[src/rtl/arith_pkg.sv]
// rtl/arith_pkg.sv - shared arithmetic types and constants for the divider
package arith_pkg;

    localparam int DIV_N     = 16;
    localparam int DIV_M     = 8;
    localparam int DIV_CNT_W = $clog2(DIV_N);

    // Quotient reported when the divisor is zero
    localparam logic [DIV_N-1:0] DIV_BY_ZERO_Q = '1;

    typedef enum logic [1:0] {
        IDLE = 2'd0,
        CALC = 2'd1,
        DONE = 2'd2
    } div_state_e;

endpackage

[src/rtl/div_step.sv]
// rtl/div_step.sv - one combinational restoring division iteration
module div_step #(
    parameter int M = 8
) (
    input  logic [M:0]   r_in,
    input  logic         q_msb,
    input  logic [M-1:0] d,
    output logic [M:0]   r_out,
    output logic         q_bit
);

    logic [M:0]   r_shift;
    logic [M+1:0] trial;

    // Shift in the next dividend bit, subtract the divisor, keep the result if non-negative
    always_comb begin
        r_shift = {r_in[M-1:0], q_msb};
        trial   = {1'b0, r_shift} - {2'b00, d};
        q_bit   = ~trial[M+1];
        r_out   = trial[M+1] ? r_shift : trial[M:0];
    end

endmodule

[src/rtl/restoring_divider_16_8.sv]
// rtl/restoring_divider_16_8.sv - iterative radix-2 restoring divider with valid/ready handshakes
module restoring_divider_16_8
    import arith_pkg::*;
#(
    parameter int N = DIV_N,
    parameter int M = DIV_M
) (
    input  logic         clk,
    input  logic         rst,
    input  logic         in_valid,
    output logic         in_ready,
    input  logic [N-1:0] dividend,
    input  logic [M-1:0] divisor,
    output logic         out_valid,
    input  logic         out_ready,
    output logic [N-1:0] quotient,
    output logic [M-1:0] remainder,
    output logic         div_by_zero
);

    localparam int CW = $clog2(N);

    div_state_e   state_q, state_d;
    logic [N-1:0] q_q, q_d;
    logic [M:0]   r_q, r_d;
    logic [M-1:0] d_q, d_d;
    logic [CW-1:0] cnt_q, cnt_d;
    logic         dz_q, dz_d;
    logic         out_valid_q, out_valid_d;
    logic [N-1:0] quotient_q, quotient_d;
    logic [M-1:0] remainder_q, remainder_d;
    logic         div_by_zero_q, div_by_zero_d;

    logic [M:0]   step_r;
    logic         step_qbit;

    div_step #(.M(M)) u_step (
        .r_in  (r_q),
        .q_msb (q_q[N-1]),
        .d     (d_q),
        .r_out (step_r),
        .q_bit (step_qbit)
    );

    assign in_ready    = (state_q == IDLE);
    assign out_valid   = out_valid_q;
    assign quotient    = quotient_q;
    assign remainder   = remainder_q;
    assign div_by_zero = div_by_zero_q;

    // Next-state: capture operands, iterate, then publish the result once and wait for the consumer
    always_comb begin
        state_d       = state_q;
        q_d           = q_q;
        r_d           = r_q;
        d_d           = d_q;
        cnt_d         = cnt_q;
        dz_d          = dz_q;
        out_valid_d   = out_valid_q;
        quotient_d    = quotient_q;
        remainder_d   = remainder_q;
        div_by_zero_d = div_by_zero_q;
        case (state_q)
            IDLE: begin
                if (in_valid) begin
                    q_d     = dividend;
                    r_d     = '0;
                    d_d     = divisor;
                    cnt_d   = '0;
                    dz_d    = (divisor == '0);
                    state_d = (divisor == '0) ? DONE : CALC;
                end
            end
            CALC: begin
                q_d   = {q_q[N-2:0], step_qbit};
                r_d   = step_r;
                cnt_d = cnt_q + CW'(1);
                if (cnt_q == CW'(N - 1)) begin
                    state_d = DONE;
                end
            end
            DONE: begin
                // First DONE cycle loads the output registers; Q still holds the dividend on divide by zero
                if (!out_valid_q) begin
                    out_valid_d   = 1'b1;
                    quotient_d    = dz_q ? N'(DIV_BY_ZERO_Q) : q_q;
                    remainder_d   = dz_q ? q_q[M-1:0] : r_q[M-1:0];
                    div_by_zero_d = dz_q;
                end else if (out_ready) begin
                    out_valid_d = 1'b0;
                    state_d     = IDLE;
                end
            end
            default: begin
                state_d = IDLE;
            end
        endcase
    end

    // State registers with synchronous reset taking priority over everything
    always_ff @(posedge clk) begin
        if (rst) begin
            state_q       <= IDLE;
            q_q           <= '0;
            r_q           <= '0;
            d_q           <= '0;
            cnt_q         <= '0;
            dz_q          <= 1'b0;
            out_valid_q   <= 1'b0;
            quotient_q    <= '0;
            remainder_q   <= '0;
            div_by_zero_q <= 1'b0;
        end else begin
            state_q       <= state_d;
            q_q           <= q_d;
            r_q           <= r_d;
            d_q           <= d_d;
            cnt_q         <= cnt_d;
            dz_q          <= dz_d;
            out_valid_q   <= out_valid_d;
            quotient_q    <= quotient_d;
            remainder_q   <= remainder_d;
            div_by_zero_q <= div_by_zero_d;
        end
    end

endmodule

[config.mk]
export PLATFORM = sky130hd
export DESIGN_NAME = restoring_divider_16_8
export DESIGN_NICKNAME = d
export VERILOG_FILES = /design/src/rtl/arith_pkg.sv /design/src/rtl/div_step.sv /design/src/rtl/restoring_divider_16_8.sv
export SDC_FILE = /design/constraint.sdc
export NUM_CORES = 1
export LEC_CHECK = 0
export CAP_MARGIN = 0
export CORE_MARGIN = 3
export CORE_UTILIZATION = 50
export CTS_CLUSTER_DIAMETER = 200
export DETAILED_ROUTE_END_ITERATION = 6
export GPL_TIMING_DRIVEN = 0
export HOLD_SLACK_MARGIN = 0.1
export PLACE_DENSITY = 0.81
export REMOVE_ABC_BUFFERS = 1
export SYNTH_ARGS = -nofsm -noshare
export SYNTH_HDL_FRONTEND = slang
export SYNTH_HIERARCHICAL = 1
export SYNTH_SLANG_ARGS = --single-unit
[constraint.sdc]
create_clock -name clk -period 3.05 [get_ports clk]
set_input_delay 0.61 -clock clk [delete_from_list [all_inputs] [get_ports clk]]
set_output_delay 0.61 -clock clk [all_outputs]
set_load 0.02 [all_outputs]
Yosys cells after proc, flatten, opt, wreduce, memory -nomap -nowiden
Cells that the tools add are included.
{ "totals": {"regBits": 65, "inputBits": 28, "output_inout_bits": 27, "word_cells": 45} }
{ "op_classes": {"addsub": 2, "n_eq_ne": 7, "muxes": 17, "bitwise": 2, "reduce_logical": 7} }
{ "ops": {"columns": ["operator", "count"], "rows": [
  ["$mux W16", 2],
  ["$pmux W16 S2", 1],
  ["$mux W8", 3],
  ["$pmux W8 S2", 1],
  ["$mux W2", 5],
  ["$sub A9 B8 Y10", 1],
  ["$logic_not A8 Y1", 1],
  ["$ne A2 B2 Y1 const B", 4],
  ["$pmux W4 S2", 1],
  ["$pmux W2 S3", 1],
  ["$reduce_and A2 Y1", 3],
  ["$add A4 B1 Y4 const B", 1],
  ["$eq A4 B4 Y1 const B", 1],
  ["$mux W4", 1],
  ["$reduce_and A4 Y1", 1],
  ["$eq A2 B1 Y1 const B", 1],
  ["$eq A2 B2 Y1 const B", 1],
  ["$logic_not A2 Y1", 1],
  ["$mux W1", 2],
  ["$not A1 Y1", 2],
  ["$reduce_bool A2 Y1", 1]
]} }

Logic depth before layout (Yosys ltp)
Gate-level depths: netlist of run 1.
{ "logic_depth": {"word_depth": 4, "depth_mapped": 10, "mapped_depth_nobuf": 10} }

Modules after synthesis
The synthesis of run 1 kept the hierarchy.
{ "modules_own_cells": {"columns": ["module", "n_inst", "cells_each", "area_each_um2", "seq_area_each_um2"], "rows": [
  ["restoring_divider_16_8", 1, 300, 2795.2, 1321.3],
  ["div_step", 1, 67, 506.7, 0.0]
]} }

Worst setup path before layout of run 1
No wires, ideal clock.
{ "synth_path": {"path_type": "register to register", "startpoint": "register d_q[1]", "endpoint": "register r_q[2]", "t_arrival_ps": 2034, "required_time_ps": 2922, "slack_ps": 889, "path_stages_with_launch": 10, "path_buffers": 0, "period_less_slack_ps": 2161, "cell_sequence": "dfxtp_1 > inv_1 > ha_1 > nor2b_1 > o2111ai_1 > nand2_2 > a41oi_4 > mux2_2 > a22oi_1 > nor2_1"} }
{ "synth_via": {"elab_chain_len": 3} }
{ "synth_rtl": {"columns": ["item", "line_no", "rtl"], "rows": [
  ["from (decl)", "restoring_divider_16_8.sv:26", "logic [M-1:0] d_q, d_d;"],
  ["from (signal assigned)", "restoring_divider_16_8.sv:106", "d_q <= '0;"],
  ["from (signal assigned)", "restoring_divider_16_8.sv:117", "d_q <= d_d;"],
  ["$sub A9 B8 Y10", "div_step.sv:18", "trial = {1'b0, r_shift} - {2'b00, d};"],
  ["$mux W8", "div_step.sv:20", "r_out = trial[M+1] ? r_shift : trial[M:0];"],
  ["via step_r[2]", "restoring_divider_16_8.sv:34", "logic [M:0] step_r;"],
  ["$pmux W8 S2", "restoring_divider_16_8.sv:63", "case (state_q)"],
  ["to (signal assigned)", "restoring_divider_16_8.sv:116", "r_q <= r_d;"],
  ["to (decl)", "restoring_divider_16_8.sv:25", "logic [M:0] r_q, r_d;"]
]} }
The timed path passes the listed nets, and every way through them passes these cells.
A chain may end at the register's enable or synchronous reset.

Worst setup path after layout of run 1
{ "layout_path": {"startpoint": "register d_q[1]", "endpoint": "register r_q[6]"} }
Same word-level chain as after synthesis.

==> results of run 1 <==
==> metrics by stage <==
| step | setup TNS [ps] | instance area (um2) | worst slack (ps) |
|---|---|---|---|
| 2_1_floorplan | 0 | 3080 | 115 |
| 3_3_place_gp | -26090 | 3710 | -668 |
| 3_5_place_dp | 0 | 3790 | 627 |
| 4_1_cts | 0 | 3970 | 626 |
| 5_1_grt | 0 | 3970 | 449 |
| 6_report | 0 | 3970 | 609 |
==> metal layers <==
metal	wire length, um	global-route usage (%)	vias up	share of wire (%)
met3	313	4.28	11	4.4
li1	-	-	1339	-
met5	0	0	-	0
met4	127	11.3	0	1.8
met1	3260	26.1	1285	46
met2	3460	32.9	72	48
==> placed cells by master, fill, tap and decap left out, types with 2 or more instances in the layout <==
cell type        count
a211oi_1            16
a211oi_2            24
a21o_1               2
a21oi_1             21
a22oi_1              9
buf_8                3
clkbuf_8            11
clkdlybuf4s50_1     53
clkinv_2             3
clkinvlp_4           2
dfxtp_1             65
ha_1                 9
inv_1               13
mux2_2               5
mux2i_1             21
nand2_1             21
nand2b_1             3
nand3_1              4
nor2_1              79
nor2b_1              4
nor3_1               5
nor4_1               3
o21a_1               3
o21ai_0              2
xnor2_1              2
==> path summary, 6_finish.rpt <==
path | start | endpoint | slack, ps | depth (start not counted)
min | div_by_zero | div_by_zero | 490 | 2
max | d_q[1] | r_q[6] | 610 | 9
max reg2reg | d_q[1] | r_q[6] | 610 | 9
min reg2reg | div_by_zero | div_by_zero | 490 | 2
==> power groups by stage <==
stage	sequential [mW]	clock [mW]	combinational, mW
final	0.925	0.665	0.435
after global routing	0.929	0.717	0.482
after CTS	0.924	0.681	0.436
after detailed placement	0.943	0	0.434
after global placement	0.941	0	0.414
after floorplan	0.933	0	0.314
==> worst register-to-register path, stage by stage, from the launching register on <==
cell and delay [ps]:
dfxtp_1 380, inv_1 60, ha_1 270, nor2b_1 150
o2111ai_1 280, nand2_2 140, a41oi_4 430, mux2_2 380
a22oi_1 150, nor2_1 60
==> state kept, by name, summed over array words and instances (netlist names) <==
register     flops
state_q          2
quotient        16
cnt_q            4
d_q              8
dz_q             1
remainder        8
out_valid        1
div_by_zero      1
q_q             16
r_q              8
==> final cells by class <==
cell class / count / area (um2) / area share (%)
Multi-Input combinational cell: 253 / 1740 / 43.9
Sequential cell: 65 / 1300 / 32.8
Timing Repair Buffer: 58 / 601 / 15.1
Clock buffer: 11 / 151 / 3.82
Tap cell: 75 / 93.8 / 2.37
Inverter: 13 / 48.8 / 1.23
Clock inverter: 5 / 30.0 / 0.757
==> results.py, run 1 <==
metrics = {
    "outcome": {
        "status": "finished, final reports clean",
    },
    "final_layout": {
        "drive_gt1_share_pct": 14.3,
        "area_delta_synth_final_pct": 22.8,
        "fill_cells": 496,
        "antenna_cells": 0,
        "final_cells": 480,
        "final_util_pct": 65.1,
        "final_nets": 438,
    },
    "detailed_routing": {
        "routed_via_density": 5.64,
        "post_drt_wl_per_cell_um": 14.9,
        "drt_pre_antenna_iters": 4,
        "drc": 0,
        "num_vias": 2707,
        "final_antenna_net_count": 0,
        "drt_iter0_markers": 162,
        "drt-total-wl_mm": 7.16,
    },
    "place": {
        "place.gp.congestion": 0.785,
        "place_hpwl_mm": 4.73,
        "portBuffers": 54,
        "dp_cells": 464,
    },
    "critical_path": {
        "cpPeakStageDelay_ps": 430,
        "critPathKind": "flop to flop",
        "slowest_stage": "a41oi_4",
        "cp-start-kind": "flop",
        "worst-path-buf-inv": 1,
        "crit_required_ps": 3250,
        "crit_chain": "inv_1 -> ha_1 -> nor2b_1 -> o2111ai_1 -> nand2_2 -> a41oi_4 -> mux2_2 -> a22oi_1 -> nor2_1",
        "cp_max_fo": 8,
        "critical_path_arrival_ps": 2640,
        "cp-end-kind": "flop",
        "critPathTopFamily": "compound AO/OA/AOI/OAI gates",
    },
    "clocking": {
        "clkTransAtPathRegs_ps": 70,
        "cts_tree": "yes",
        "insertion_delay_ps": 350,
        "cts_root_buffer": "clkbuf_8",
        "htreeDepth": 3,
        "holdBufCountCts": 0,
        "cts_resized": 0,
        "post-cts-setup-buffers": 0,
        "clockBufferDepth": 2,
        "cts.sinks": 65,
        "numCtsBuffers": 9,
    },
    "global_route": {
        "grt_max_degree": 36,
        "grt_pass1_wl_mm": 12.2,
        "grtUsageTotal_pct": 20.6,
        "grt_pass1_vias": 2681,
        "grt_antenna_before_repair": 0,
        "overflow": 0,
    },
    "pwr": {
        "clkPwrFrac_pct": 32.8,
        "intPower_mw": 1.43,
        "power.density_nw_per_um2": 510,
        "p_leak_nw": 1.44,
        "netSwitchingFraction_pct": 29.2,
        "seqPwrFrac_pct": 45.7,
        "ir_drop_mv": 0.250,
        "switchingPower_mw": 0.592,
        "comb_power_share_pct": 21.5,
        "power_mw": 2.02,
    },
    "worst_hold_path": {
        "min_path_type": "flop to flop",
    },
    "sta": {
        "slew_viol_final": 0,
        "period_minus_slack_ps": 2440,
        "slew_headroom_pct": 20.3,
        "skew_ps": 10.6,
        "min_period_over_period_pct": 80.0,
        "setup_violations": 0,
        "tightest_slew_ps": 1190,
        "hold_violations": 0,
        "max_freq_mhz": 410,
        "rsz0062_at_grt": "no",
        "whs_ps": 494,
    },
    "synth": {
        "syn_area_per_cell_um2": 9.05,
        "syn_inst": 357,
        "ys_warn_count": 6,
        "synth_area_um2": 3230,
    },
    "die": {
        "ioPinCount": 55,
        "die_width_um": 86.4,
        "dieArea_um2": 7460,
        "core-area_um2": 6100,
        "initial_core_util_pct": 53.0,
        "die_h_um": 86.4,
        "rows": 28,
    },
    "flow_run": {
        "maxCapViolations": 0,
    },
}
Note: power is estimated with default switching activity, not from simulation.
==> inputs of run 2 (changes only) <==
- CORE_UTILIZATION: 50 -> 48
- clock period: 3.05 -> 2.1 ns (I/O delays scaled with it)
==> results.py, run 2 (synthesis results as in run 1) <==
metrics = {
    "outcome": {
        "status": "finished, violations left",
        "violations": "negative setup slack",
    },
    "sta": {
        "hold_violations": 0,
        "min_period_over_period_pct": 108,
        "worst_slack_ps": -162,
        "setup_violations": 2,
        "slew_viol_final": 0,
        "slew_headroom_pct": 21.6,
        "max_freq_mhz": 442,
        "tightest_slew_ps": 1170,
        "final.setup.tns_ps": -164,
        "skew_ps": 4.74,
        "rsz0062_at_grt": "yes",
        "period_minus_slack_ps": 2260,
    },
    "final_layout": {
        "fill_cells": 496,
        "final_cells": 495,
        "antenna_cells": 0,
        "final_util_pct": 66.1,
        "area_delta_synth_final_pct": 31.5,
        "final_cell_mix": "nor2_1 (79), dfxtp_1 (59), clkdlybuf4s50_1 (53)",
        "final_nets": 452,
        "final_common_cell": "nor2_1",
        "drive_gt1_share_pct": 22.2,
    },
    "clocking": {
        "cts.sinks": 65,
        "cts_tree": "yes",
        "htreeDepth": 3,
        "clkTransAtPathRegs_ps": 70,
        "holdBufCountCts": 0,
        "numCtsBuffers": 9,
        "cts_root_buffer": "clkbuf_8",
        "clockBufferDepth": 2,
        "insertion_delay_ps": 340,
    },
    "critical_path": {
        "cp-start-kind": "flop",
        "worst-path-buf-inv": 1,
        "slowest_stage": "fa_2",
        "critical_path_arrival_ps": 2470,
        "crit_required_ps": 2300,
        "critPathKind": "flop to flop",
        "cp_max_fo": 2,
        "cpPeakStageDelay_ps": 360,
        "reg2reg_slack_ps": -160,
        "crit_chain": "inv_2 -> ha_4 -> fa_2 -> nor2b_2 -> o31a_1 -> mux2i_1 -> nand2_1 -> mux2_4 -> a22oi_2 -> nor2_1",
        "cp-end-kind": "flop",
        "critPathTopFamily": "adder cells",
    },
    "pwr": {
        "intPower_mw": 2.43,
        "p_leak_nw": 1.57,
        "power.density_nw_per_um2": 793,
        "switchingPower_mw": 0.942,
        "comb_power_share_pct": 26.4,
        "clkPwrFrac_pct": 33.5,
        "seqPwrFrac_pct": 40.1,
        "ir_drop_mv": 0.673,
        "power_mw": 3.37,
        "netSwitchingFraction_pct": 28.0,
    },
    "place": {
        "place_hpwl_mm": 4.89,
        "place.gp.congestion": 0.768,
        "dp_cells": 466,
        "portBuffers": 54,
    },
    "die": {
        "core-area_um2": 6420,
        "rows": 29,
        "dieArea_um2": 7750,
        "die_h_um": 88.0,
        "ioPinCount": 55,
        "die_width_um": 88.0,
        "initial_core_util_pct": 50.3,
    },
    "detailed_routing": {
        "drt_pre_antenna_iters": 4,
        "num_vias": 2777,
        "drc": 0,
        "routed_via_density": 5.61,
        "drt_iter0_markers": 158,
        "post_drt_wl_per_cell_um": 16.0,
        "final_antenna_net_count": 0,
        "drt-total-wl_mm": 7.91,
    },
    "flow_run": {
        "maxCapViolations": 0,
    },
    "global_route": {
        "grt_max_degree": 37,
        "grt_pass1_wl_mm": 12.8,
        "grt_antenna_before_repair": 0,
        "overflow": 0,
        "grt_pass1_vias": 2709,
        "grtUsageTotal_pct": 21.3,
    },
    "worst_hold_path": {
        "min_path_type": "flop to flop",
    },
}
==> run 2: changes by cell type in the layout (fill, tap and decap cells not counted), moves of 4 or more <==
cell and change:
dfxtp_1 -6, mux2_2 -5, dfxtp_2 +6, ha_1 -5, mux2_4 +5, ha_4 +4, buf_4 +13
==> run 2: metrics by stage <==
stage	cell area [um2]	hold WS (ps)	setup slack [ps]
floorplan	3080	460	-835
global placement	3710	477	-1640
detailed placement	3790	488	-329
CTS	4150	503	3.86
global route	4250	545	-179
finish	4250	500	-162
==> run 2: final cells by class <==
cell class | count | area (um2) | share of cell area, %
inverters | 13 | 48.8 | 1.15
well taps | 77 | 96.3 | 2.27
clock inverters | 2 | 35.0 | 0.825
multi-input cells | 253 | 1860 | 43.8
repair buffers | 72 | 718 | 16.9
flip-flops and latches | 65 | 1310 | 30.8
clock buffers | 13 | 179 | 4.21
==> run 2: power groups by stage <==
stage | Sequential [mW] | Clock, mW | Combinational (mW)
2_1_floorplan | 1.36 | 0 | 0.457
3_3_place_gp | 1.37 | 0 | 0.601
3_5_place_dp | 1.37 | 0 | 0.636
4_1_cts | 1.34 | 1.14 | 0.803
5_1_grt | 1.36 | 1.20 | 0.955
6_report | 1.35 | 1.13 | 0.889
==> run 2: tightest hold or removal path: cells and delay by family, from the launching register on <==
| kind | cells | cell delay [ps] |
|---|---|---|
| and+or+nand+nor | 1 | 70 |
| DFF | 1 | 330 |
| muxes | 1 | 70 |
==> run 2: worst paths after layout <==
kind / depth (start not counted) / endpoint / start
worst max-delay path: 10 / r_q[6] / q_q[15]
worst min-delay path: 2 / div_by_zero / div_by_zero
worst max register to register: 10 / r_q[6] / q_q[15]
worst min register to register: 2 / div_by_zero / div_by_zero
==> run 2: metal layers <==
| metal | vias up | part of all wire (%) | GRT usage (%) |
|---|---|---|---|
| met5 | - | 0 | 0 |
| met4 | 0 | 2.8 | 7.69 |
| met3 | 21 | 4.4 | 4.89 |
| met2 | 72 | 51 | 36.0 |
| met1 | 1319 | 42 | 26.6 |
| li1 | 1365 | - | - |
==> run 2: timing repair <==
item | CTS | global route
resized for setup | 18 | 14
pin swaps | 8 | 6
buffers inserted | 10 | 5
endpoints found under the setup margin | 8 | 11
==> edit 1: new RTL, config.mk and constraints of run 2 <==
Set the package constant `DIV_N` to 32 (it was 16).
--- a/src/rtl/arith_pkg.sv
+++ b/src/rtl/arith_pkg.sv
@@ -1,7 +1,7 @@
 // rtl/arith_pkg.sv - shared arithmetic types and constants for the divider
 package arith_pkg;
 
-    localparam int DIV_N     = 16;
+    localparam int DIV_N     = 32;
     localparam int DIV_M     = 8;
     localparam int DIV_CNT_W = $clog2(DIV_N);
 
Ports: changed (resized dividend and quotient); port bits go from 55 to 87. No check against the original RTL was run, so the function may have changed too.
==> edit 1 against run 2 <==
- the run still ends with negative setup slack left
- fmax increased by 6.6%
- power increased by 31%
- clock skew increased by 4.1 ps
- critical path depth unchanged
- area after synthesis increased by 35%
- worst setup slack improved by 140 ps
- final area increased by 35%
- final cell count increased by 43%
- sequential cell count increased by 33
- synthesized cell count increased by 47%
- sequential power increased by 50%
- routed wire length increased by 43%
- largest cell class unchanged
==> edit 1: results (changes against run 2) <==
status=complete, but fails checks; failing checks=negative setup slack; fillcell total=745 (+50%); number of global-route vias before repair=3905 (+44%); Clock Skew=8.86 ps (+4.12 ps); pin count of the biggest net entering global routing=57 (+54%); sw frac=0.262 (-0.0174); CP arrival=2350 ps (-120 ps); actual slew at the worst max-slew pin=1000 ps (-171 ps); GRT Util Overall=0.222 (+0.00958); Nets=650 (+44%); delay of the slowest critical-path stage=370 ps; first-pass GRT wire length=18.6 mm (+45%); initial drt markers=164 (+3.8%); Pleak=0.00217 uW (+38%); pwr dens=766 nW/um^2 (-3.4%); Worst-path clk slew=90 ps (+20 ps); cells after synthesis=525 (+47%); placed cell count=679 (+46%); layout cells sized above 1=0.127 (-0.0956); final setup margin=-21.8 ps (+141 ps); sequential power=2030 uW (+50%); Final setup viols=2 (unchanged); input/output buffers=86 (+59%); Clk network pwr share=0.328 (-0.007); worst vdd ir=546 uV (-19%); drt total wl=11.3 mm (+43%)
[edit 1: cell type report]
cell class / instances / area, um^2 / share of cell area
clock inverters: 5 / 103 / 0.0178
inverters: 11 / 41.3 / 0.00718
flip-flops and latches: 98 / 1980 / 0.344
multi-input cells: 372 / 2300 / 0.400
repair buffers: 103 / 1050 / 0.183
well taps: 108 / 135 / 0.0235
clock buffers: 10 / 138 / 0.0239
[edit 1: timing repair]
action,4_1_cts,5_1_grt
pin swaps,5,12
endpoints found under the setup margin,23,68
resized for setup,10,29
endpoints found under the hold margin,0,0
setup buffers,6,7
[edit 1: routing by layer]
metal | GRT usage | vias to the layer above | routed length [um]
li1 | - | 1966 | -
met1 | 0.287 | 1911 | 4770
met2 | 0.380 | 123 | 5750
met3 | 0.0262 | 16 | 554
met4 | 0.0859 | 0 | 233
met5 | 0 | - | 0
[edit 1: worst max-delay path, delay by kind of cell (launching register included)]
kind | cells | cell delay, ps
adders and majority gates | 2 | 540
muxes | 2 | 460
DFF | 1 | 350
AOI/OAI and AO/OA | 2 | 330
and+or+nand+nor | 3 | 260
buffers and inverters | 1 | 60
[edit 1: path summary, 6_finish.rpt]
kind / start / to / slack (ps) / depth (start not counted)
worst min register to register: d_q[2] / d_q[2] / 490 / 2
worst min-delay path: d_q[2] / d_q[2] / 490 / 2
worst max register to register: q_q[31] / r_q[6] / -20 / 10
worst max-delay path: q_q[31] / r_q[6] / -20 / 10
[edit 1: metrics by stage]
stage	hold WS, ps	worst slack [ps]	TNS (ps)	utilization	instance area [um^2]
2_1_floorplan	460	-179	-5920	-	4170
3_3_place_gp	442	-1670	-154800	0.587	5170
3_5_place_dp	480	-310	-4060	0.598	5260
4_1_cts	493	-45.6	-197	0.634	5580
5_1_grt	508	-132	-539	0.653	5750
6_report	492	-21.8	-28.8	0.653	5750
==> edit 2: new RTL, settings of run 2 <==
Without the edit above. Reset style: asynchronous (`rst`), changed in one clocked block. Comments in the files are not updated.
--- a/src/rtl/restoring_divider_16_8.sv
+++ b/src/rtl/restoring_divider_16_8.sv
@@ -98,7 +98,7 @@
     end
 
     // State registers with synchronous reset taking priority over everything
-    always_ff @(posedge clk) begin
+    always_ff @(posedge clk or posedge rst) begin
         if (rst) begin
             state_q       <= IDLE;
             q_q           <= '0;
Formal check against the unedited RTL: differs if rst is asserted again (counterexample within 4 cycles, from zero or initial values and one cycle with rst high); with rst held inactive, the same outputs for 10 cycles.
==> edit 2 against run 2 <==
- the run still ends with negative setup slack left
- fmax rose by 4.7%
- area after synthesis is 0.19% lower
- final area is 0.94% lower
- worst setup slack better by 100 ps
- final cell count down 1.2%
- routed wire length is 5.8% lower
- sequential share of layout area increased by 7.9 points
- global-route usage is 1.7 points lower
- sequential cell count stayed put
- first-iteration DRC count decreased by 1.3%
- largest cell class is now registers
Power is not compared: it rests on default switching activity, and its combinational part moved more than twofold at a synthesized area within 25%.
==> edit 2: results (changes against run 2) <==
status=complete, but fails checks; failing checks=negative setup slack; clock tree buffer depth=2 (unchanged); input/output buffers=54 (unchanged); GRT Util Overall=0.196 (-0.0172); CP arrival=2390 ps (-80 ps); cell area after placement=3790 um^2 (about the same); H-tree depth=3 (unchanged); first-pass GRT wire length=11.8 mm (-8.3%); Final GP Congestion=0.829 (+8.0%); delay of the slowest critical-path stage=440 ps (+80 ps); Worst-path clk slew=70 ps (about the same); Num CTS Buffers=9 (unchanged); Final setup viols=5 (+3); placed cell count=461 (-1.1%); pin count of the biggest net entering global routing=39 (+5.4%); slowest cell on the critical path=dfrtp_2; Clock Tree Root=clkbuf_8; DR pass1 iterations=4 (unchanged); final non-filler cell total=489 (-1.2%); hold crit path type=in2async; Slew HR=0.150 (-0.0661); Worst Hold Slack=477 ps (-22.5 ps); final setup margin=-60.5 ps (+102 ps); number of global-route vias before repair=2572 (-5.1%); Clock Skew=7.11 ps (+2.37 ps); Warnings, synthesis=6 (unchanged); Vias/cell=5.51 (-1.8%); Ant. Diodes=0 (unchanged); initial drt markers=156 (-1.3%); wire length per cell=15.2 um (-4.6%); Worst Setup Slack post-DPL=-211 ps (+118 ps); worst r2r path cells=9 (-1); Pleak=0.00185 uW; worst vdd ir=938 uV; Nets=445 (-1.5%); Worst-Skew Late Latency=340 ps (about the same); initial antenna violation count=0 (unchanged); layout cells sized above 1=0.158 (-0.0647); post-DP HPWL=4.66 mm (-4.6%); Avg Cell Area, Syn=9.27 um^2 (+2.4%); CP Max Fanout=6 (+4); r2r startpoint=r_q[2]; fillcell total=501 (+1.0%); FF-to-FF End=r_q[6]
==> edit 2: cell types whose count changed in the layout (fill, tap and decap cells not counted), moves of 15 or more <==
cell             run 2  this run
a211oi_2            24         0
nor2_1              79        60
dfrtp_1              0        63
dfxtp_1             59         0
o22ai_1              1        16
nor3_1               5        20
nand2_1             21        47
a211oi_1            16         0
==> edit 2: power by group <==
part	switching (uW)	internal [uW]
Clock	489	545
Sequential	481	1850
Combinational	2200	2210
==> edit 2: worst max path at each step <==
stage / start / to / slack (ps) / cells after the start
global placement: state_q[0] / div_by_zero / -1050 / 2
detailed placement: d_q[1] / r_q[5] / -210 / 9
finish: r_q[2] / r_q[6] / -60 / 9
CTS: d_q[1] / r_q[5] / 5 / 9
floorplan: state_q[0] / div_by_zero / -410 / 2
global route: r_q[2] / r_q[6] / -120 / 9
==> edit 2: final cells by class <==
class	count	area, um^2	area share
inverter	13	48.8	0.0116
sequential	65	1630	0.387
multi-input combinational	249	1540	0.365
timing repair buffer	69	701	0.167
clock buffer	9	124	0.0294
tap	77	96.3	0.0229
clock inverter	7	71.3	0.0169
==> edit 2: routing by layer <==
metal | wire length [um] | global-route usage | up-vias
li1 | - | - | 1305
met1 | 3200 | 0.253 | 1302
met2 | 3650 | 0.318 | 71
met3 | 414 | 0.0442 | 16
met4 | 189 | 0.0795 | 0
met5 | 0 | 0 | -
==> edit 2: through the flow <==
step / total power [uW] / TNS, ps
detailed placement: 5900 / -1210
global placement: 5660 / -94630
CTS: 7110 / 0
floorplan: 4770 / -4600
finish: 7780 / -136
global route: 8350 / -579
==> edit 2: timing repair <==
item	CTS	global route
hold buffers	0	0
setup buffers	3	10
setup endpoints to repair	8	9
gates resized for setup	6	24
pin swaps	2	9
gates cloned	0	0
==> edit 2: worst max-delay path: cells and delay by family (launching register included) <==
kind	cells	cell delay, ps
AO/OA/AOI/OAI	3	640
flip-flops	1	440
multiplexers	1	320
adder cells (fa/ha/maj)	1	270
AND/OR/NAND/NOR	3	230
buffers and inverters	1	150
